**src/rtl/iob_sync_fifo_w_wide_r_narrow.sv**
```systemverilog
// Single-clock FIFO: RATIO narrow slots are written per wide word, and narrow words are read out LSB slice first.
// Optional sticky overflow/underflow outputs are enabled by defining IOB_FIFO_ERR_FLAGS_EN.
module iob_sync_fifo_w_wide_r_narrow #(
    parameter int unsigned W_DATA_W = 32,
    parameter int unsigned R_DATA_W = 8,
    parameter int unsigned ADDR_W   = 4
) (
    input  logic                clk,
    input  logic                rst,
    input  logic                w_en,
    input  logic [W_DATA_W-1:0] w_data,
    output logic                w_full,
    input  logic                r_en,
    output logic [R_DATA_W-1:0] r_data,
    output logic                r_empty,
    output logic [ADDR_W:0]     level
`ifdef IOB_FIFO_ERR_FLAGS_EN
    ,
    output logic                w_overflow,
    output logic                r_underflow
`endif
);

    localparam int unsigned RATIO     = W_DATA_W / R_DATA_W;
    localparam int unsigned LOG2RATIO = $clog2(RATIO);
    localparam int unsigned DEPTH     = 2 ** ADDR_W;
    localparam int unsigned WPTR_W    = (ADDR_W > LOG2RATIO) ? ADDR_W - LOG2RATIO : 1;
    localparam int unsigned LVL_W     = ADDR_W + 1;

    logic [R_DATA_W-1:0] r_mem [DEPTH];
    logic [WPTR_W-1:0]   r_w_ptr;
    logic [ADDR_W-1:0]   r_r_ptr;
    logic [LVL_W-1:0]    r_level;
    logic [R_DATA_W-1:0] r_rdata;
    logic                r_r_empty;
    logic                r_w_full;

    logic                w_wr_acc;
    logic                w_rd_acc;
    logic [LVL_W-1:0]    w_level_nxt;
    logic [ADDR_W-1:0]   w_w_base;

    // Accept decisions and next occupancy; flags are registered from this next level.
    always_comb begin
        w_wr_acc    = w_en && !r_w_full;
        w_rd_acc    = r_en && !r_r_empty;
        w_level_nxt = r_level;
        if (w_wr_acc) begin
            w_level_nxt = w_level_nxt + LVL_W'(RATIO);
        end
        if (w_rd_acc) begin
            w_level_nxt = w_level_nxt - LVL_W'(1);
        end
        w_w_base = ADDR_W'(r_w_ptr) << LOG2RATIO;
    end

    always_ff @(posedge clk or posedge rst) begin
        if (rst) begin
            r_w_ptr   <= '0;
            r_r_ptr   <= '0;
            r_level   <= '0;
            r_rdata   <= '0;
            r_r_empty <= 1'b1;
            r_w_full  <= 1'b0;
        end else begin
            if (w_wr_acc) begin
                r_w_ptr <= r_w_ptr + WPTR_W'(1);
            end
            if (w_rd_acc) begin
                r_r_ptr <= r_r_ptr + ADDR_W'(1);
                r_rdata <= r_mem[r_r_ptr];
            end
            r_level   <= w_level_nxt;
            r_r_empty <= (w_level_nxt == LVL_W'(0));
            r_w_full  <= (w_level_nxt > LVL_W'(DEPTH - RATIO));
        end
    end

    // Storage is not reset; one wide write fills RATIO consecutive narrow slots.
    always_ff @(posedge clk) begin
        if (w_wr_acc) begin
            for (int unsigned i = 0; i < RATIO; i++) begin
                r_mem[w_w_base | ADDR_W'(i)] <= w_data[i*R_DATA_W +: R_DATA_W];
            end
        end
    end

    assign w_full  = r_w_full;
    assign r_empty = r_r_empty;
    assign r_data  = r_rdata;
    assign level   = r_level;

`ifdef IOB_FIFO_ERR_FLAGS_EN
    logic r_w_overflow;
    logic r_r_underflow;

    // Sticky error flags, cleared only by reset.
    always_ff @(posedge clk or posedge rst) begin
        if (rst) begin
            r_w_overflow  <= 1'b0;
            r_r_underflow <= 1'b0;
        end else begin
            if (w_en && r_w_full) begin
                r_w_overflow <= 1'b1;
            end
            if (r_en && r_r_empty) begin
                r_r_underflow <= 1'b1;
            end
        end
    end

    assign w_overflow  = r_w_overflow;
    assign r_underflow = r_r_underflow;
`endif

endmodule

```
**config.mk**
```make
export PLATFORM = sky130hd
export DESIGN_NAME = iob_sync_fifo_w_wide_r_narrow
export DESIGN_NICKNAME = d
export VERILOG_FILES = /design/src/rtl/iob_sync_fifo_w_wide_r_narrow.sv
export SDC_FILE = /design/constraint.sdc
export NUM_CORES = 1
export LEC_CHECK = 0
export ABC_AREA = 1
export CAP_MARGIN = 20
export CORE_UTILIZATION = 52
export DETAILED_ROUTE_END_ITERATION = 8
export PLACE_DENSITY = 0.77
export SYNTH_ARGS = -nofsm -noshare
export SYNTH_HDL_FRONTEND = slang
export SYNTH_SLANG_ARGS = --single-unit
```
**constraint.sdc**
```tcl
create_clock -name clk -period 2.5 [get_ports clk]
set_clock_uncertainty 0.1 [all_clocks]
set_input_delay 0.5 -clock clk [delete_from_list [all_inputs] [get_ports clk]]
set_output_delay 0.5 -clock clk [all_outputs]
set_load 0.1 [all_outputs]
```
==> qor.yml, run 1 <==
run_status:
  status: "finished with violations"
  failed_checks: "design-rule violations"
worst_setup_path:
  critPathKind: "reg2reg"
  cp_top_family: "simple AND/OR/NAND/NOR gates"
  path_buf_inv: 0
  cp_slowest_stage_delay_ps: 660
  start_kind: "register"
  worstPathCellList: "nand2_1 > a21oi_1 > nor2_1 > nand2_1 > nand3_1 > nand2_1"
  crit_slowest_cell: "dfrtp_1"
  cpMostUsedCell: "nand2_1"
  required_ps: 2760
  cp-end-kind: "register"
  cp_max_fo: 10
  arrival_ps: 2200
pwr:
  swShare_pct: 39.9
  power_frac_clock_pct: 27.1
  p_sw_mw: 3.88
  intPower_mw: 5.85
  ir_drop_uv: 950
  leakagePower_nw: 3.01
  pwr-share-comb_pct: 37.6
  seqPwrFrac_pct: 35.3
  power_density_mw_per_mm2: 1300
job:
  cap_violations: 0
route:
  wirelength_microns: 12900
  wire_per_inst_microns: 16.9
  drt_pass1_iterations: 7
  drc: 4
  vias_per_cell: 5.43
  drt.antenna.violating_nets: 0
  dr.first_iter.drc_count: 297
  via_count: 4160
logic_synthesis:
  synth.ff_latch_count: 149
  ys_seq_area_share_pct: 69.8
  yosys_warnings: 0
  yosysUniqueCellTypes: 25
  synth_area_sq_mm: 0.00626
  synth_fp_nets: 595
  syn_inst: 552
  synth_area_per_cell_sq_um: 11.3
final_layout:
  fillerInstances: 794
  layout_common_cells: "nand2_1 (218), edfxtp_1 (128), nand3_1 (77)"
  drive_gt1_share_pct: 13.2
  nets: 653
  final_cells: 766
  utilization_pct: 64.9
  final_common_cell: "nand2_1"
  multi_input_area_sq_mm: 0.00162
  diodes: 0
  area_delta_synth_final_pct: 19.9
  seqCellArea_sq_mm: 0.00437
floorplan:
  fp.dieH_microns: 112
  dieArea_sq_mm: 0.0125
  ios: 51
  die_x_microns: 112
  initial_core_util_pct: 54.1
  core-area_sq_mm: 0.0116
  row_count: 39
clocking:
  post_cts_buffers: 0
  clock_latency_ps: 420
  htreeDepth: 4
  cts_tree: "yes"
  cts_buffers: 17
  cts_root_buf: "clkbuf_16"
  hold_buffers: 0
  clk_pin_slew_ps: 60
  clk_path_buf_depth: 2
  cts.sinks: 149
  ctsResizeCount: 0
sta:
  clock.fmax_mhz: 515
  drv_slew: 0
  rsz0062_at_grt: "false"
  setup_viol: 0
  period_share_pct: 77.7
  worst_pin_slew_ps: 504
  relSlewSlack_pct: 66.4
  min_period_ps: 1940
  finalHoldViolations: 0
place:
  dpl.cell_count: 734
  numPortBuffers: 50
  gp_congestion: 0.843
  hpwl_microns: 8320
global_routing:
  track_usage_pct: 22.7
  antenna_found_initial: 0
  grt_overflow_total: 0
  grt_first_pass_wirelength_microns: 20700
  first_global_vias: 4118
  grt_max_degree: 42
worst_hold_path:
  hold_class: "in2async"
## metrics by stage
stage / area [sq um] / total power [mW] / hold slack [ps] / TNS, ps / setup slack (ps)
floorplan: 6260 / 6.29 / 342 / -59790 / -467
global placement: 6880 / 7.00 / 359 / 0 / 494
detailed placement: 6880 / 7.11 / 368 / 0 / 405
CTS: 7510 / 9.76 / 325 / 0 / 595
global route: 7510 / 10.2 / 360 / 0 / 508
finish: 7510 / 9.73 / 330 / 0 / 558
## layer usage
metal | GRT usage (%) | wire length (microns) | vias to the layer above
met5 | 0 | 0 | -
met1 | 27.2 | 5060 | 1973
li1 | - | - | 1982
met2 | 37.5 | 6630 | 173
met4 | 10.8 | 359 | 0
met3 | 6.91 | 870 | 32
## sequential cells by signal, summed over array words and instances, names as in the netlist
signal	flops
level	5
r_data	8
r_empty	1
r_mem	128
r_r_ptr	4
r_w_ptr	2
w_full	1
## cell families (layout without fill, tap and decap cells)
kind of cell | count (synthesis) | count (layout) | synth area share [%]
xor+xnor | 4 | 4 | 0.559
fa+ha+maj | 7 | 7 | 1.40
flops | 149 | 149 | 69.8
compound gates | 20 | 20 | 1.66
simple gates | 322 | 322 | 22.0
buf+inv | 50 | 121 | 4.56
## synthesized netlist by cell type
cell type / count / area share (%)
dfrtp_1: 20 / 8.0
buf_4: 11 / 1.3
nand3_1: 77 / 6.2
nor2_1: 15 / 0.90
inv_1: 21 / 1.3
nand3b_1: 1 / 0.12
inv_2: 4 / 0.24
buf_2: 8 / 0.64
xor2_1: 4 / 0.56
buf_6: 4 / 0.72
nor2_8: 1 / 0.32
nand2_4: 3 / 0.54
a21oi_1: 16 / 1.3
inv_6: 1 / 0.14
buf_8: 1 / 0.24
o21ai_0: 3 / 0.24
nor2_4: 2 / 0.36
dfstp_2: 1 / 0.42
edfxtp_1: 128 / 61
nand2_1: 218 / 13
o21ai_2: 1 / 0.14
nor2_2: 1 / 0.10
nor3_2: 1 / 0.16
nand2_2: 3 / 0.30
ha_1: 7 / 1.4
## tightest hold or removal path: cells and delay by family
family	cells	cell delay, ps
buf+inv	3	740
## power by group through the flow
| stage | registers, mW | clock network (mW) | logic, mW |
|---|---|---|---|
| 2_1_floorplan | 4.22 | 0 | 2.07 |
| 5_1_grt | 3.47 | 2.77 | 3.98 |
| 3_5_place_dp | 3.48 | 0 | 3.63 |
| 6_report | 3.44 | 2.64 | 3.66 |
| 3_3_place_gp | 3.46 | 0 | 3.54 |
| 4_1_cts | 3.44 | 2.66 | 3.66 |
## layout make-up
| cell class | instances | share of cell area, % |
|---|---|---|
| tap | 143 | 2.38 |
| clock buffer | 22 | 6.45 |
| timing repair buffer | 63 | 8.13 |
| inverter | 26 | 1.37 |
| multi-input combinational | 353 | 21.5 |
| sequential | 149 | 58.2 |
| clock inverter | 10 | 1.92 |
## worst paths after layout
check,start,to,slack (ps),cells after the start
worst max-delay path,r_r_ptr[2]$_DFFE_PP0P_,r_data[7]$_DFFE_PP0P_,560,6
worst min-delay path,rst,r_w_ptr[1]$_DFFE_PP0P_,330,3
worst max register to register,r_r_ptr[2]$_DFFE_PP0P_,r_data[7]$_DFFE_PP0P_,560,6
worst min register to register,r_r_ptr[3]$_DFFE_PP0P_,r_r_ptr[3]$_DFFE_PP0P_,380,1
max in group asynchronous,rst,r_empty$_DFF_PP1_,1680,3
min in group clk,r_r_ptr[3]$_DFFE_PP0P_,r_r_ptr[3]$_DFFE_PP0P_,380,1
Power figures use the tool's default switching activity.
==> run 2: changes to the inputs <==
==> constraint.sdc (replaced) <==
create_clock -name clk -period 1.7 [get_ports clk]
set_clock_uncertainty 0.1 [all_clocks]
set_input_delay 0.34 -clock clk [delete_from_list [all_inputs] [get_ports clk]]
set_output_delay 0.34 -clock clk [all_outputs]
set_load 0.1 [all_outputs]
==> run 2 against run 1 <==
Against the previous run:
- the run still ends with design-rule violations left
- routed wire length up 5.8%
- sequential power up 50%
- global-route usage up 0.92 points
- utilization up 3.4 points
- power up 54%
- worst setup slack worse by 480 ps
- largest cell class unchanged
- critical path depth down 5
- first-iteration DRC count down 7.7%
- flip-flop and latch count unchanged
- clock-buffer cell count down 4
- via count up 2.7%
- register-to-register slack worse by 480 ps
==> qor.yml, run 2 (synthesis results as in run 1) <==
sta:
  finalHoldViolations: 0
  worst_pin_slew_ps: 304
  clock.fmax_mhz: 615
  min_period_ps: 1630
  rsz0062_at_grt: "false"
  period_share_pct: 95.6
  setup_viol: 0
  drv_slew: 0
  relSlewSlack_pct: 79.7
  tns_ps: 0
worst_setup_path:
  arrival_ps: 1190
  rrSetupSlack_ps: 80
  cp-end-kind: "output port"
  worstPathCellList: "buf_12"
  critPathLaunch: "r_empty$_DFF_PP1_"
  crit_cells: 1
  start_kind: "register"
  crit_slowest_cell: "dfstp_2"
  r2r_start: "r_r_ptr[0]$_DFFE_PP0P_"
  required_ps: 1260
  cp_max_fo: 3
  ff2ff_path_depth: 8
  cp_slowest_stage_delay_ps: 590
  critPathKind: "reg2out"
  cp_top_family: "flip-flops"
  path_buf_inv: 1
pwr:
  power_density_mw_per_mm2: 1900
  power_mw: 15.0
  leakagePower_nw: 3.15
  ir_drop_uv: 1480
floorplan:
  core-area_sq_mm: 0.0116
  ios: 51
  initial_core_util_pct: 54.1
  dieArea_sq_mm: 0.0125
  die_x_microns: 112
  fp.dieH_microns: 112
  row_count: 39
run_status:
  failed_checks: "design-rule violations"
  status: "finished with violations"
clocking:
  cts_root_buf: "clkbuf_16"
  cts_buffers: 17
  clk_pin_slew_ps: 60
  clock_latency_ps: 410
  ctsResizeCount: 0
  cts.sinks: 149
  cts_tree: "yes"
  post_cts_buffers: 0
  hold_buffers: 0
  htreeDepth: 4
  clk_path_buf_depth: 2
global_routing:
  track_usage_pct: 23.6
  grt.busiest_layer: "met2"
  grt_first_pass_wirelength_microns: 21700
  globalRouteMet2Util_pct: 41.1
  gr-usage-met3_pct: 4.35
  grt_overflow_total: 0
  grt_max_degree: 38
  first_global_vias: 4329
  antenna_found_initial: 0
  met1_usage_pct: 27.4
place:
  numPortBuffers: 50
  gp_congestion: 0.813
  hpwl_microns: 9280
route:
  wirelength_microns: 13700
  drt.antenna.violating_nets: 0
  wire_per_inst_microns: 17.4
  drc: 2
  vias_per_cell: 5.44
  drt_pass1_iterations: 7
  dr.first_iter.drc_count: 274
  via_count: 4273
final_layout:
  largest_reg_flops: 128
  area_delta_synth_final_pct: 26.2
  utilization_pct: 68.3
  nets: 673
  final_common_cell: "nand2_1"
  drive_gt1_share_pct: 16.8
  diodes: 0
  top_register: "r_mem"
  layout_common_cells: "nand2_1 (217), edfxtp_1 (128), nand3_1 (77)"
worst_hold_path:
  hold_class: "in2async"
job:
  cap_violations: 0
[run 2: changes by cell type in the layout (fill, tap and decap cells not counted), sizes merged]
cell,delta
inv,+3
clkinvlp,-1
buf,+20
bufinv,-2
clkinv,+4
clkbuf,-4
[run 2: per-stage QoR]
| stage | cells | hold WS, ps | setup WS, ps | area (sq um) |
|---|---|---|---|---|
| 2_1_floorplan | 552 | 216 | -165 | 6320 |
| 3_3_place_gp | 754 | 359 | -176 | 7340 |
| 3_5_place_dp | 754 | 370 | -271 | 7340 |
| 4_1_cts | 786 | 32.9 | 16.2 | 7890 |
| 5_1_grt | 786 | 47.8 | 16.5 | 7900 |
| 6_report | 786 | 34.2 | 74.0 | 7900 |
[run 2: layout make-up]
| cell class | instances | area, sq um |
|---|---|---|
| clock buffers | 18 | 429 |
| clock inverters | 14 | 124 |
| well taps | 143 | 179 |
| inverters | 26 | 108 |
| flip-flops and latches | 149 | 4390 |
| fillers | 798 | 3660 |
| multi-input cells | 353 | 1650 |
| repair buffers | 83 | 1030 |
[run 2: where the power goes]
group | internal [mW] | total, mW | switching, mW
clock network | 2.02 | 3.48 | 1.46
logic | 2.21 | 6.39 | 4.18
registers | 4.72 | 5.17 | 0.443
total | 8.96 | 15.0 | 6.08
[run 2: final timing paths]
| path | end |
|---|---|
| max in group asynchronous | r_r_ptr[0]$_DFFE_PP0P_ |
| worst min-delay path | w_full$_DFF_PP0_ |
| min in group clk | r_r_ptr[3]$_DFFE_PP0P_ |
| worst max register to register | r_data[0]$_DFFE_PP0P_ |
| worst max-delay path | r_empty |
| worst min register to register | r_r_ptr[3]$_DFFE_PP0P_ |
[run 2: worst reg2reg max path, delay by kind of cell (launching register included)]
kind	cells	cell delay (ps)
DFF	1	490
and+or+nand+nor	5	450
buffers and inverters	2	340
AOI/OAI and AO/OA	1	190
[run 2: layer usage]
layer | share of wire (%) | vias to the layer above
li1 | - | 2017
met1 | 38 | 2060
met2 | 53 | 156
met3 | 4.9 | 40
met4 | 3.8 | 0
met5 | 0 | -
